[src/rtl/mem_rd_streamer_if.sv]
// Output stream of the memory read streamer: data, valid/ready handshake and last-word flag.
interface mem_rd_streamer_if #(
  parameter int BIT_WIDTH = 8
);
  logic [BIT_WIDTH-1:0] m_data;
  logic                 m_valid;
  logic                 m_ready;
  logic                 m_last;

  modport master (output m_data, output m_valid, output m_last, input m_ready);
  modport slave  (input m_data, input m_valid, input m_last, output m_ready);
endinterface

[src/rtl/mem_rd_streamer.sv]
// Streams len words from a 1-cycle-latency block memory through a 2-entry skid buffer.
// States: IDLE wait for start | RUN issue reads and stream | DONE one-cycle done pulse.
module mem_rd_streamer #(
  parameter int BIT_WIDTH  = 8,
  parameter int ADDR_WIDTH = 4
) (
  input  logic                  clk,
  input  logic                  rst_n,
  input  logic                  start_i,
  input  logic [ADDR_WIDTH-1:0] base_addr_i,
  input  logic [ADDR_WIDTH:0]   len_i,
  output logic                  rd_en_o,
  output logic [ADDR_WIDTH-1:0] addr_out_o,
  input  logic [BIT_WIDTH-1:0]  rd_data_i,
  output logic                  busy_o,
  output logic                  done_o,
  mem_rd_streamer_if.master     m_if
);

  typedef enum logic [1:0] {S_IDLE, S_RUN, S_DONE} state_t;

  localparam logic [ADDR_WIDTH:0] ONE = 1;

  state_t                  state_q, state_d;
  logic [ADDR_WIDTH-1:0]   base_q, base_d;
  logic [ADDR_WIDTH:0]     len_q, len_d;
  logic [ADDR_WIDTH:0]     issued_q, issued_d;
  logic                    inflight_q, inflight_last_q;
  logic [BIT_WIDTH-1:0]    head_data_q, head_data_d, tail_data_q, tail_data_d;
  logic                    head_last_q, head_last_d, tail_last_q, tail_last_d;
  logic [1:0]              count_q, count_d;
  logic                    rd_en, done, pop, push;
  logic [ADDR_WIDTH-1:0]   addr;
  logic [2:0]              occ;

  assign pop  = m_if.m_valid & m_if.m_ready;
  assign push = inflight_q;
  assign occ  = {1'b0, count_q} + {2'b00, inflight_q} - {2'b00, pop};

  always_comb begin
    state_d  = state_q;
    base_d   = base_q;
    len_d    = len_q;
    issued_d = issued_q;
    rd_en    = 1'b0;
    addr     = '0;
    done     = 1'b0;
    case (state_q)
      S_IDLE: begin
        if (start_i) begin
          base_d   = base_addr_i;
          len_d    = len_i;
          issued_d = '0;
          state_d  = (len_i == '0) ? S_DONE : S_RUN;
        end
      end
      S_RUN: begin
        if ((issued_q < len_q) && (occ < 3'd2)) begin
          rd_en    = 1'b1;
          addr     = base_q + issued_q[ADDR_WIDTH-1:0];
          issued_d = issued_q + ONE;
        end
        if (pop && head_last_q) state_d = S_DONE;
      end
      S_DONE: begin
        done    = 1'b1;
        state_d = S_IDLE;
      end
      default: state_d = S_IDLE;
    endcase
  end

  // Incoming word goes to the head when it would otherwise be the only occupant.
  always_comb begin
    head_data_d = head_data_q;
    head_last_d = head_last_q;
    tail_data_d = tail_data_q;
    tail_last_d = tail_last_q;
    count_d     = count_q;
    case ({push, pop})
      2'b10: begin
        if (count_q == 2'd0) begin
          head_data_d = rd_data_i;
          head_last_d = inflight_last_q;
        end else begin
          tail_data_d = rd_data_i;
          tail_last_d = inflight_last_q;
        end
        count_d = count_q + 2'd1;
      end
      2'b01: begin
        head_data_d = tail_data_q;
        head_last_d = tail_last_q;
        count_d     = count_q - 2'd1;
      end
      2'b11: begin
        if (count_q == 2'd1) begin
          head_data_d = rd_data_i;
          head_last_d = inflight_last_q;
        end else begin
          head_data_d = tail_data_q;
          head_last_d = tail_last_q;
          tail_data_d = rd_data_i;
          tail_last_d = inflight_last_q;
        end
      end
      default: ;
    endcase
  end

  always_ff @(posedge clk or negedge rst_n) begin
    if (!rst_n) begin
      state_q         <= S_IDLE;
      base_q          <= '0;
      len_q           <= '0;
      issued_q        <= '0;
      inflight_q      <= 1'b0;
      inflight_last_q <= 1'b0;
      head_data_q     <= '0;
      head_last_q     <= 1'b0;
      tail_data_q     <= '0;
      tail_last_q     <= 1'b0;
      count_q         <= '0;
    end else begin
      state_q         <= state_d;
      base_q          <= base_d;
      len_q           <= len_d;
      issued_q        <= issued_d;
      inflight_q      <= rd_en;
      inflight_last_q <= rd_en && (issued_q == len_q - ONE);
      head_data_q     <= head_data_d;
      head_last_q     <= head_last_d;
      tail_data_q     <= tail_data_d;
      tail_last_q     <= tail_last_d;
      count_q         <= count_d;
    end
  end

  assign rd_en_o      = rd_en;
  assign addr_out_o   = addr;
  assign done_o       = done;
  assign busy_o       = (state_q != S_IDLE);
  assign m_if.m_valid = (count_q != 2'd0);
  assign m_if.m_data  = head_data_q;
  assign m_if.m_last  = head_last_q & (count_q != 2'd0);

endmodule

[src/flat_wrapper.sv]
// flat-port wrapper written by rule: the top's interface ports become plain ports
module mem_rd_streamer_flat 
#(
  parameter int BIT_WIDTH  = 8,
  parameter int ADDR_WIDTH = 4
)
  (clk, rst_n, start_i, base_addr_i, len_i, rd_en_o, addr_out_o, rd_data_i, busy_o, done_o, m_if_m_data, m_if_m_valid, m_if_m_last, m_if_m_ready);
  mem_rd_streamer_if #(.BIT_WIDTH(BIT_WIDTH)) m_if_i ();
  input  logic clk;
  input  logic rst_n;
  input  logic start_i;
  input  logic [ADDR_WIDTH-1:0] base_addr_i;
  input  logic [ADDR_WIDTH:0] len_i;
  output logic rd_en_o;
  output logic [ADDR_WIDTH-1:0] addr_out_o;
  input  logic [BIT_WIDTH-1:0] rd_data_i;
  output logic busy_o;
  output logic done_o;
  output wire logic [$bits(m_if_i.m_data)-1:0] m_if_m_data;
  output wire logic [$bits(m_if_i.m_valid)-1:0] m_if_m_valid;
  output wire logic [$bits(m_if_i.m_last)-1:0] m_if_m_last;
  input wire logic [$bits(m_if_i.m_ready)-1:0] m_if_m_ready;
  assign m_if_m_data = m_if_i.m_data;
  assign m_if_m_valid = m_if_i.m_valid;
  assign m_if_m_last = m_if_i.m_last;
  assign m_if_i.m_ready = m_if_m_ready;
  mem_rd_streamer #(.BIT_WIDTH(BIT_WIDTH), .ADDR_WIDTH(ADDR_WIDTH)) u_core (.clk(clk), .rst_n(rst_n), .start_i(start_i), .base_addr_i(base_addr_i), .len_i(len_i), .rd_en_o(rd_en_o), .addr_out_o(addr_out_o), .rd_data_i(rd_data_i), .busy_o(busy_o), .done_o(done_o), .m_if(m_if_i));
endmodule
[config.mk]
export PLATFORM = sky130hd
export DESIGN_NAME = mem_rd_streamer_flat
export DESIGN_NICKNAME = d
export VERILOG_FILES = /design/src/rtl/mem_rd_streamer_if.sv /design/src/rtl/mem_rd_streamer.sv /design/src/flat_wrapper.sv
export SDC_FILE = /design/constraint.sdc
export NUM_CORES = 1
export LEC_CHECK = 0
export CAP_MARGIN = 20
export CORE_MARGIN = 5
export CORE_UTILIZATION = 39
export DETAILED_ROUTE_END_ITERATION = 10
export GPL_TIMING_DRIVEN = 1
export PLACE_DENSITY = 0.71
export SETUP_SLACK_MARGIN = 0.5
export SLEW_MARGIN = 10
export SYNTH_ARGS = -nofsm -noshare
export SYNTH_HDL_FRONTEND = slang
export SYNTH_SLANG_ARGS = --single-unit
[constraint.sdc]
create_clock -name clk -period 8.43 [get_ports clk]
set_clock_uncertainty 0.1 [all_clocks]
set_input_delay 2.1075 -clock clk [delete_from_list [all_inputs] [get_ports clk]]
set_output_delay 2.1075 -clock clk [all_outputs]
set_load 0.05 [all_outputs]
==> run summary, run 1 <==
### Run status
• **outcome** completed

### Clocking
• **clock tree from TritonCTS** yes
• **TritonCTS buffer count** 5
• **number of sinks driven by the clock tree** 38
• **# H-tree levels** 2
• **buffer type at the clock tree root** clkbuf_8
• **clock slew at the register clock pins of the worst setup and hold paths** 0.09 ns
• **Hold Buf Count CTS** 0
• **post-CTS setup buffer count** 0
• **clock insertion delay at the later pin of the skew report** 0.30 ns
• **clk buf depth** 2

### Synthesis
• **number of warnings issued by yosys** 0
• **sequential area share after synthesis** 0.443
• **post-synthesis cell area** 2150 um^2
• **Synth Net Count** 243
• **synthesized instance count** 205
• **Synth Flop Type** dfrtp_1
• **number of synthesized flops with an enable pin** 0
• **number of flip-flops and latches in the synthesized netlist** 38
• **number of distinct library cells after synthesis** 42
• **fraction of registers with async set/reset** 1.00
• **Mapped Avg Cell Area** 10.5 um^2

### STA
• **max-slew headroom at the worst pin** 0.350
• **unrepaired setup endpoints after global routing** false
• **endpoints failing setup** 0
• **final hold violation count** 0
• **Final min period** 7.67 ns
• **Post-Route Setup TNS** 0 ns
• **fmax** 130 MHz
• **measured slew at the worst slew-check pin** 0.971 ns
• **share of the clock period used by the worst path after layout** 0.910
• **max-slew violation count** 0
• **setup slack after layout** 0.758 ns

### Finish
• **Area growth, synth to finish** 26.9%
• **filler instances** 497
• **Final Util** 0.501
• **diode count** 0
• **commonest non-fill, non-tap cell in the layout** dfrtp_1
• **fraction of layout cells with a size suffix above 1** 0.122
• **final standard cell count with taps included and fillers excluded** 317
• **fin nets** 282
• **commonest non-fill, non-tap cells in the layout** dfrtp_1, clkdlybuf4s50_1, nand2_1

### GRT
• **number of global-route vias before repair** 1,692
• **wire length of the first global-routing pass** 7870 um
• **Tot GR Track Use** 0.138
• **global route overflow** 0
• **pin count of the biggest net entering global routing** 39
• **number of antenna violations at the first check in global routing** 0

### Routing
• **DR pass1 iterations** 4
• **total vias in the final route** 1,621
• **Avg Vias per Cell** 5.11
• **total routed wirelength** 4620 um
• **Final ANT Viol Nets** 0
• **drc violations** 0
• **number of design-rule violations left by the first detailed-router iteration** 35
• **DR WL/cell** 14.6 um

### Worst setup path
• **critical path peak fanout** 6
• **register-to-register path setup slack** 5.04 ns
• **crit path launch type** input port
• **dominant delay contributor by cell family on the critical path** buffers and inverters
• **launch point of the worst path** m_if_m_ready
• **cell-by-cell listing of the critical path** clkdlybuf4s50_1 -> nor2b_1 -> ha_1 -> nand2b_1 -> fa_1 -> and4bb_2 -> and3_1 -> and3_1 -> clkdlybuf4s50_1
• **type of the worst setup path** in2out
• **destination of the worst register-to-register timing path** u_core.inflight_last_q
• **CP max stage delay** 0.80 ns
• **beginning of the worst register-to-register path** u_core.count_q[1]
• **Required @ worst endpoint** 6.22 ns
• **cell at the slowest stage of the critical path** clkdlybuf4s50_1
• **Reg2Reg Depth** 10
• **CP bufs+invs** 2
• **Critical Path Sink Type** output pin
• **Worst Path Arrival** 5.46 ns

### Floorplanning
• **starting density of the core** 0.395
• **total I/O pin count** 38
• **x dimension of the die** 84.2 um
• **area of the die** 7090 um^2
• **total number of placement rows** 27
• **core area** 5440 um^2
• **Chip Height** 84.2 um

### Placement
• **worst slack at placement** 0.563 ns
• **routability congestion estimate** 0.821
• **number of buffer cells added on primary ports** 37
• **half-perimeter wire length after detailed placement** 3310 um
• **placed cells** 308

### Power and ir drop
• **power per unit of standard cell area** 415 nW/um^2
• **Worst VDD drop** 218 uV
• **sum of internal, switching and leakage power** 1130 uW
• **leakage power summed over all cells** 0.00123 uW

### Worst hold path
• **Hold WC Path Type** reg2reg
• **endpoint of the worst hold path** u_core.m_if.m_data[3]
• **Worst Min Path Start** u_core.m_if.m_data[3]
• **hold depth** 2

### Run
• **maxcap violations** 0

final cells by class:
type | count | area [um^2] | share of cell area
timing repair buffer | 38 | 380 | 0.140
multi-input combinational | 147 | 1110 | 0.408
sequential | 38 | 951 | 0.349
inverter | 14 | 52.6 | 0.0193
clock inverter | 3 | 68.8 | 0.0253
tap | 72 | 90.1 | 0.0331
clock buffer | 5 | 68.8 | 0.0253
sequential cells by signal, indices dropped and copies added (netlist names):
signal                  flops
u_core.m_if.m_data          8
u_core.tail_data_q          8
u_core.state_q              2
u_core.head_last_q          1
u_core.tail_last_q          1
u_core.len_q                5
u_core.inflight_last_q      1
u_core.base_q               4
u_core.issued_q             5
u_core.inflight_q           1
u_core.count_q              2
how the worst max path moves through the flow:
stage / to / slack (ns) / depth (start not counted)
final: addr_out_o[1] / 0.76 / 9
after detailed placement: rd_en_o / 0.56 / 10
after CTS: rd_en_o / 0.55 / 10
after global placement: rd_en_o / 0.64 / 10
after global routing: addr_out_o[1] / 0.63 / 9
after floorplan: addr_out_o[2] / 1.58 / 8
cells in the mapped netlist (3+ instances only):
cell      number  area (um^2)
nand2_1       23         86.3
nor2b_1        6         37.5
mux2_2        13          146
dfrtp_1       38          951
inv_1         14         52.6
xnor2_1        9         78.8
clkbuf_1       3         11.3
a21oi_1        5         25.0
nand2b_1       5         31.3
o21ai_0       16         80.1
o211ai_1       5         37.5
a22oi_1        9         67.6
and3_1         4         25.0
nand3_1        5         25.0
ha_1          15          188
nor2_1         5         18.8
worst register-to-register path, stage by stage, from the launching register on:
cell and delay [ns]:
dfrtp_1 0.42, inv_1 0.08, ha_1 0.25, nor2b_1 0.35, ha_1 0.35, nand2b_1 0.18, fa_1 0.51, and4bb_2 0.23
and3_1 0.27, nand2_1 0.20, a2111oi_2 0.33
timing repair:
action	CTS	global route
gates resized for setup	0	3
setup endpoints to repair	0	3
endpoints found under the hold margin	0	0
logic make-up after synthesis:
kind of cell | Yosys count | synth area share
simple gates | 56 | 0.135
mux | 13 | 0.0682
fa+ha+maj | 17 | 0.106
buf+inv | 20 | 0.0390
xor+xnor | 10 | 0.0443
compound gates | 51 | 0.164
flops | 38 | 0.443
metal layers:
layer / GRT usage / share of wire / vias up / wire [um]
met3: 0.0334 / 0.050 / 8 / 233
met2: 0.232 / 0.48 / 42 / 2210
met1: 0.162 / 0.45 / 763 / 2090
met4: 0.0731 / 0.016 / 0 / 74
li1: - / - / 808 / -
met5: 0 / 0 / - / 0
where the power goes:
group	internal, uW	switching [uW]	leakage (uW)
combinational	261	346	0.000705
clock	119	70.9	0.0000683
sequential	260	73.6	0.000457
per-stage QoR:
step / hold WS, ns / instance area [um^2]
final: 0.385 / 2720
after global routing: 0.419 / 2720
after CTS: 0.390 / 2710
after detailed placement: 0.371 / 2570
after global placement: 0.360 / 2570
after floorplan: 0.380 / 2150
(Power assumes the default switching activity.)
==> run 2, diff against run 1 <==
--- a/config.mk
+++ b/config.mk
@@ -12,7 +12,6 @@
 export GPL_TIMING_DRIVEN = 1
 export PLACE_DENSITY = 0.71
 export SETUP_SLACK_MARGIN = 0.5
-export SLEW_MARGIN = 10
 export SYNTH_ARGS = -nofsm -noshare
 export SYNTH_HDL_FRONTEND = slang
 export SYNTH_SLANG_ARGS = --single-unit
==> constraint.sdc (replaced) <==
create_clock -name clk -period 7.3 [get_ports clk]
set_clock_uncertainty 0.1 [all_clocks]
set_input_delay 1.825 -clock clk [delete_from_list [all_inputs] [get_ports clk]]
set_output_delay 1.825 -clock clk [all_outputs]
set_load 0.05 [all_outputs]
==> run 2 against run 1 <==
Net effect:
- design area shrank 0.73%
- via count is 1.0% higher
- first-iteration DRC count is 110% higher
- highest routed layer unchanged
==> run summary, run 2 (same netlist as run 1, synthesis figures left out) <==
### Placement
• **half-perimeter wire length after detailed placement** 3310 um
• **routability congestion estimate** 0.824
• **number of buffer cells added on primary ports** 37
• **placed cells** 308

### Finish
• **fin nets** 282
• **register area** 951 um^2
• **Area growth, synth to finish** 25.9%
• **fraction of layout cells with a size suffix above 1** 0.151
• **diode count** 0
• **area of the multi-input gates** 1120 um^2
• **commonest non-fill, non-tap cell in the layout** dfrtp_1
• **filler instances** 509
• **final standard cell count with taps included and fillers excluded** 317
• **commonest non-fill, non-tap cells in the layout** dfrtp_1, clkdlybuf4s50_1, nand2_1

### Routing
• **DR pass1 iterations** 4
• **Final ANT Viol Nets** 0
• **DR WL/cell** 14.2 um
• **total vias in the final route** 1,638
• **total routed wirelength** 4490 um
• **drc violations** 0
• **Avg Vias per Cell** 5.17
• **number of design-rule violations left by the first detailed-router iteration** 73

### Run status
• **outcome** completed

### STA
• **fmax** 151 MHz
• **max-slew violation count** 0
• **worst hold slack across all endpoints** 0.382 ns
• **Final min period** 6.62 ns
• **unrepaired setup endpoints after global routing** false
• **final hold violation count** 0
• **Post-Route Setup TNS** 0 ns
• **share of the clock period used by the worst path after layout** 0.907
• **max-slew headroom at the worst pin** 0.340
• **endpoints failing setup** 0
• **measured slew at the worst slew-check pin** 0.987 ns

### Worst hold path
• **Hold WC Path Type** reg2reg
• **Worst Min Path Start** u_core.m_if.m_data[5]

### Clocking
• **clock insertion delay at the later pin of the skew report** 0.29 ns
• **TritonCTS buffer count** 5
• **post-CTS setup buffer count** 0
• **buffer type at the clock tree root** clkbuf_8
• **clock tree from TritonCTS** yes
• **clk buf depth** 2
• **number of sinks driven by the clock tree** 38
• **clock slew at the register clock pins of the worst setup and hold paths** 0.08 ns
• **# H-tree levels** 2

### Worst setup path
• **crit path launch type** input port
• **critical path peak fanout** 6
• **Critical Path Sink Type** output pin
• **cell at the slowest stage of the critical path** fa_1
• **beginning of the worst register-to-register path** u_core.count_q[1]
• **type of the worst setup path** in2out
• **Required @ worst endpoint** 5.38 ns
• **dominant delay contributor by cell family on the critical path** simple AND/OR/NAND/NOR gates
• **CP bufs+invs** 2
• **cell-by-cell listing of the critical path** clkdlybuf4s50_1 -> nor2b_2 -> ha_1 -> nand2b_1 -> fa_1 -> and4bb_2 -> and3_1 -> nand2_1 -> nor2_1 -> buf_12
• **Worst Path Arrival** 4.70 ns
• **launch point of the worst path** m_if_m_ready
• **CP max stage delay** 0.50 ns

### Floorplanning
• **x dimension of the die** 84.2 um
• **total number of placement rows** 27
• **Chip Height** 84.2 um
• **area of the die** 7090 um^2
• **starting density of the core** 0.395
• **total I/O pin count** 38
• **core area** 5440 um^2

### Power and ir drop
• **Worst VDD drop** 249 uV
• **power per unit of standard cell area** 466 nW/um^2
• **leakage power summed over all cells** 0.00117 uW

### GRT
• **global route overflow** 0
• **wire length of the first global-routing pass** 7870 um
• **number of global-route vias before repair** 1,690
• **number of antenna violations at the first check in global routing** 0
• **pin count of the biggest net entering global routing** 39
• **Tot GR Track Use** 0.135

### Run
• **maxcap violations** 0

-- run 2: final timing paths --
| kind | depth (start not counted) | slack [ns] | to |
|---|---|---|---|
| max | 10 | 0.68 | addr_out_o[2] |
| min | 2 | 0.38 | u_core.m_if.m_data[5] |
| max reg2reg | 11 | 4.00 | u_core.issued_q[1] |
| min reg2reg | 2 | 0.38 | u_core.m_if.m_data[5] |
| max in group asynchronous | 1 | 5.03 | u_core.len_q[3] |
| min in group asynchronous | 1 | 1.53 | u_core.m_if.m_data[1] |
-- run 2: layout make-up --
cell class	count	area share
sequential	38	0.352
tap	72	0.0333
clock inverter	2	0.00463
multi-input combinational	147	0.413
timing repair buffer	38	0.147
clock buffer	6	0.0305
inverter	14	0.0194
-- run 2: worst reg2reg max path, stage by stage, from the launching register on --
cell and delay, ns:
dfrtp_1 0.42, inv_1 0.08, ha_1 0.25, nor2b_2 0.25, ha_1 0.31, nand2b_1 0.18
fa_1 0.50, and4bb_2 0.23, and3_1 0.28, nand2_1 0.21, inv_1 0.23, o211ai_1 0.12
-- run 2: per-stage QoR --
step / worst slack [ns] / util / instance area [um^2] / total power [uW]
final: 0.678 / 0.497 / 2700 / 1260
after global routing: 0.509 / 0.497 / 2700 / 1370
after CTS: 0.524 / 0.495 / 2690 / 1270
after detailed placement: 0.554 / 0.477 / 2600 / 1110
after global placement: 0.629 / 0.477 / 2600 / 1090
after floorplan: 1.01 / - / 2150 / 906
-- run 2: layer usage --
metal  GRT usage  wire [um]
met3      0.0334        228
met2       0.229       2150
met1       0.173       2080
met5           0          0
met4      0.0351         39
-- run 2: power by group --
part	leakage, uW	internal (uW)	total (uW)	switching, uW
combinational	0.000671	319	723	404
sequential	0.000457	300	384	83.3
clock	0.0000472	76.0	153	76.6
-- run 2: what timing repair did --
| action | in CTS | in global routing |
|---|---|---|
| setup endpoints to repair | 0 | 3 |
| resized for setup | 0 | 2 |
| hold buffers | 0 | 0 |
==> run 3, diff against run 2 <==
==> constraint.sdc (replaced) <==
create_clock -name clk -period 8.15 [get_ports clk]
set_clock_uncertainty 0.1 [all_clocks]
set_input_delay 2.0375 -clock clk [delete_from_list [all_inputs] [get_ports clk]]
set_output_delay 2.0375 -clock clk [all_outputs]
set_load 0.05 [all_outputs]
==> run 3 against run 2 <==
Net effect:
- worst setup slack worse by 0.026 ns
- first-iteration DRC count shrank 41%
- sequential power decreased by 10%
- core utilization grew 0.16 points
- die area is the same
==> run summary, run 3 (same netlist as run 1, synthesis figures left out) <==
### Finish
• **commonest non-fill, non-tap cells in the layout** dfrtp_1, clkdlybuf4s50_1, nand2_1
• **filler instances** 502
• **diode count** 0
• **final standard cell count with taps included and fillers excluded** 317
• **fraction of layout cells with a size suffix above 1** 0.122
• **Area growth, synth to finish** 26.3%
• **finished layout cell area** 2710 um^2
• **area of the multi-input gates** 1110 um^2
• **commonest non-fill, non-tap cell in the layout** dfrtp_1
• **fin nets** 282
• **register area** 951 um^2

### Routing
• **amount of wire on met3 after detailed routing** 241 um
• **total routed wirelength** 4460 um
• **detailed-routing wirelength on met1** 1980 um
• **Final ANT Viol Nets** 0
• **total vias in the final route** 1,619
• **DR pass1 iterations** 4
• **detailed route wirelength on metal2** 2190 um
• **drc violations** 0
• **number of design-rule violations left by the first detailed-router iteration** 43
• **DR WL/cell** 14.1 um
• **Avg Vias per Cell** 5.11
• **highest layer used for signal routing** met4

### Worst setup path
• **Critical Path Sink Type** output pin
• **destination of the worst register-to-register timing path** u_core.inflight_last_q
• **critical path peak fanout** 6
• **worst setup path endpoint** addr_out_o[1]
• **Reg2Reg Depth** 10
• **crit path launch type** input port
• **launch point of the worst path** m_if_m_ready
• **beginning of the worst register-to-register path** u_core.count_q[0]
• **type of the worst setup path** in2out
• **Required @ worst endpoint** 6.01 ns
• **Worst Path Arrival** 5.36 ns
• **register-to-register path setup slack** 4.82 ns

### Clocking
• **clock slew at the register clock pins of the worst setup and hold paths** 0.08 ns
• **clk buf depth** 2
• **clock insertion delay at the later pin of the skew report** 0.29 ns
• **number of sinks driven by the clock tree** 38
• **clock tree from TritonCTS** yes
• **buffer type at the clock tree root** clkbuf_8
• **# H-tree levels** 2
• **Hold Buf Count CTS** 0
• **TritonCTS buffer count** 5

### STA
• **max-slew headroom at the worst pin** 0.335
• **share of the clock period used by the worst path after layout** 0.920
• **Post-Route Setup TNS** 0 ns
• **worst hold slack across all endpoints** 0.381 ns
• **fmax** 133 MHz
• **measured slew at the worst slew-check pin** 0.993 ns
• **endpoints failing setup** 0
• **max-slew violation count** 0
• **unrepaired setup endpoints after global routing** false
• **final hold violation count** 0
• **Final min period** 7.50 ns

### GRT
• **Tot GR Track Use** 0.136
• **pin count of the biggest net entering global routing** 39
• **global route overflow** 0
• **wire length of the first global-routing pass** 7870 um
• **number of global-route vias before repair** 1,689
• **number of antenna violations at the first check in global routing** 0

### Placement
• **Cell Area, Placed** 2570 um^2
• **number of buffer cells added on primary ports** 37
• **placed cells** 308
• **routability congestion estimate** 0.821
• **half-perimeter wire length after detailed placement** 3270 um

### Run
• **maxcap violations** 0

### Floorplanning
• **starting density of the core** 0.395
• **total I/O pin count** 38
• **core area** 5440 um^2
• **area of the die** 7090 um^2
• **total number of placement rows** 27
• **x dimension of the die** 84.2 um
• **Chip Height** 84.2 um

### Power and ir drop
• **power per unit of standard cell area** 425 nW/um^2
• **sum of internal, switching and leakage power** 1150 uW
• **leakage power summed over all cells** 0.00119 uW
• **Worst VDD drop** 213 uV

### Worst hold path
• **Hold WC Path Type** reg2reg

### Run status
• **outcome** completed

run 3: how the worst min path moves through the flow:
stage                                      from  depth (start not counted)               endpoint  slack (ns)
final                     u_core.m_if.m_data[0]                          2  u_core.m_if.m_data[0]        0.38
after global routing      u_core.tail_data_q[4]                          1  u_core.tail_data_q[4]        0.42
after CTS                 u_core.m_if.m_data[0]                          2  u_core.m_if.m_data[0]        0.39
after detailed placement  u_core.m_if.m_data[0]                          2  u_core.m_if.m_data[0]        0.37
after global placement    u_core.m_if.m_data[7]                          2  u_core.m_if.m_data[7]        0.36
after floorplan               u_core.state_q[1]                          1      u_core.state_q[0]        0.38
run 3: worst max-delay path: stages:
cell and delay (ns):
clkdlybuf4s50_1 0.47, nor2b_1 0.35, ha_1 0.34, nand2b_1 0.18, fa_1 0.50, and4bb_2 0.23
and3_1 0.26, and3_1 0.19, clkdlybuf4s50_1 0.80
run 3: final cells by class:
type	instances	share of cell area
Multi-Input combinational cell	147	0.410
Sequential cell	38	0.351
Timing Repair Buffer	38	0.136
Tap cell	72	0.0332
Clock buffer	5	0.0254
Clock inverter	3	0.0254
Inverter	14	0.0194
run 3: power breakdown:
| group | total, uW | internal, uW | leakage (uW) | switching (uW) |
|---|---|---|---|---|
| Combinational | 615 | 264 | 0.000665 | 351 |
| Sequential | 344 | 269 | 0.000457 | 74.9 |
| Clock | 193 | 123 | 0.0000683 | 70.6 |
| Total | 1150 | 656 | 0.00119 | 497 |
run 3: repair_timing:
action                                  CTS  global route
setup buffers                             0             0
endpoints found under the setup margin    3             0
hold endpoints to repair                  0             0
gates resized for setup                   3             0
run 3: through the flow:
stage               setup WS (ns)   util
floorplan                    1.44      -
global placement            0.495  0.473
detailed placement          0.449  0.473
CTS                         0.641  0.497
global route                0.511  0.499
finish                      0.653  0.499
run 3: routing by layer:
layer,global-route usage,vias up
li1,-,806
met1,0.158,772
met2,0.240,36
met3,0.0353,5
met4,0.0482,0
met5,0,-
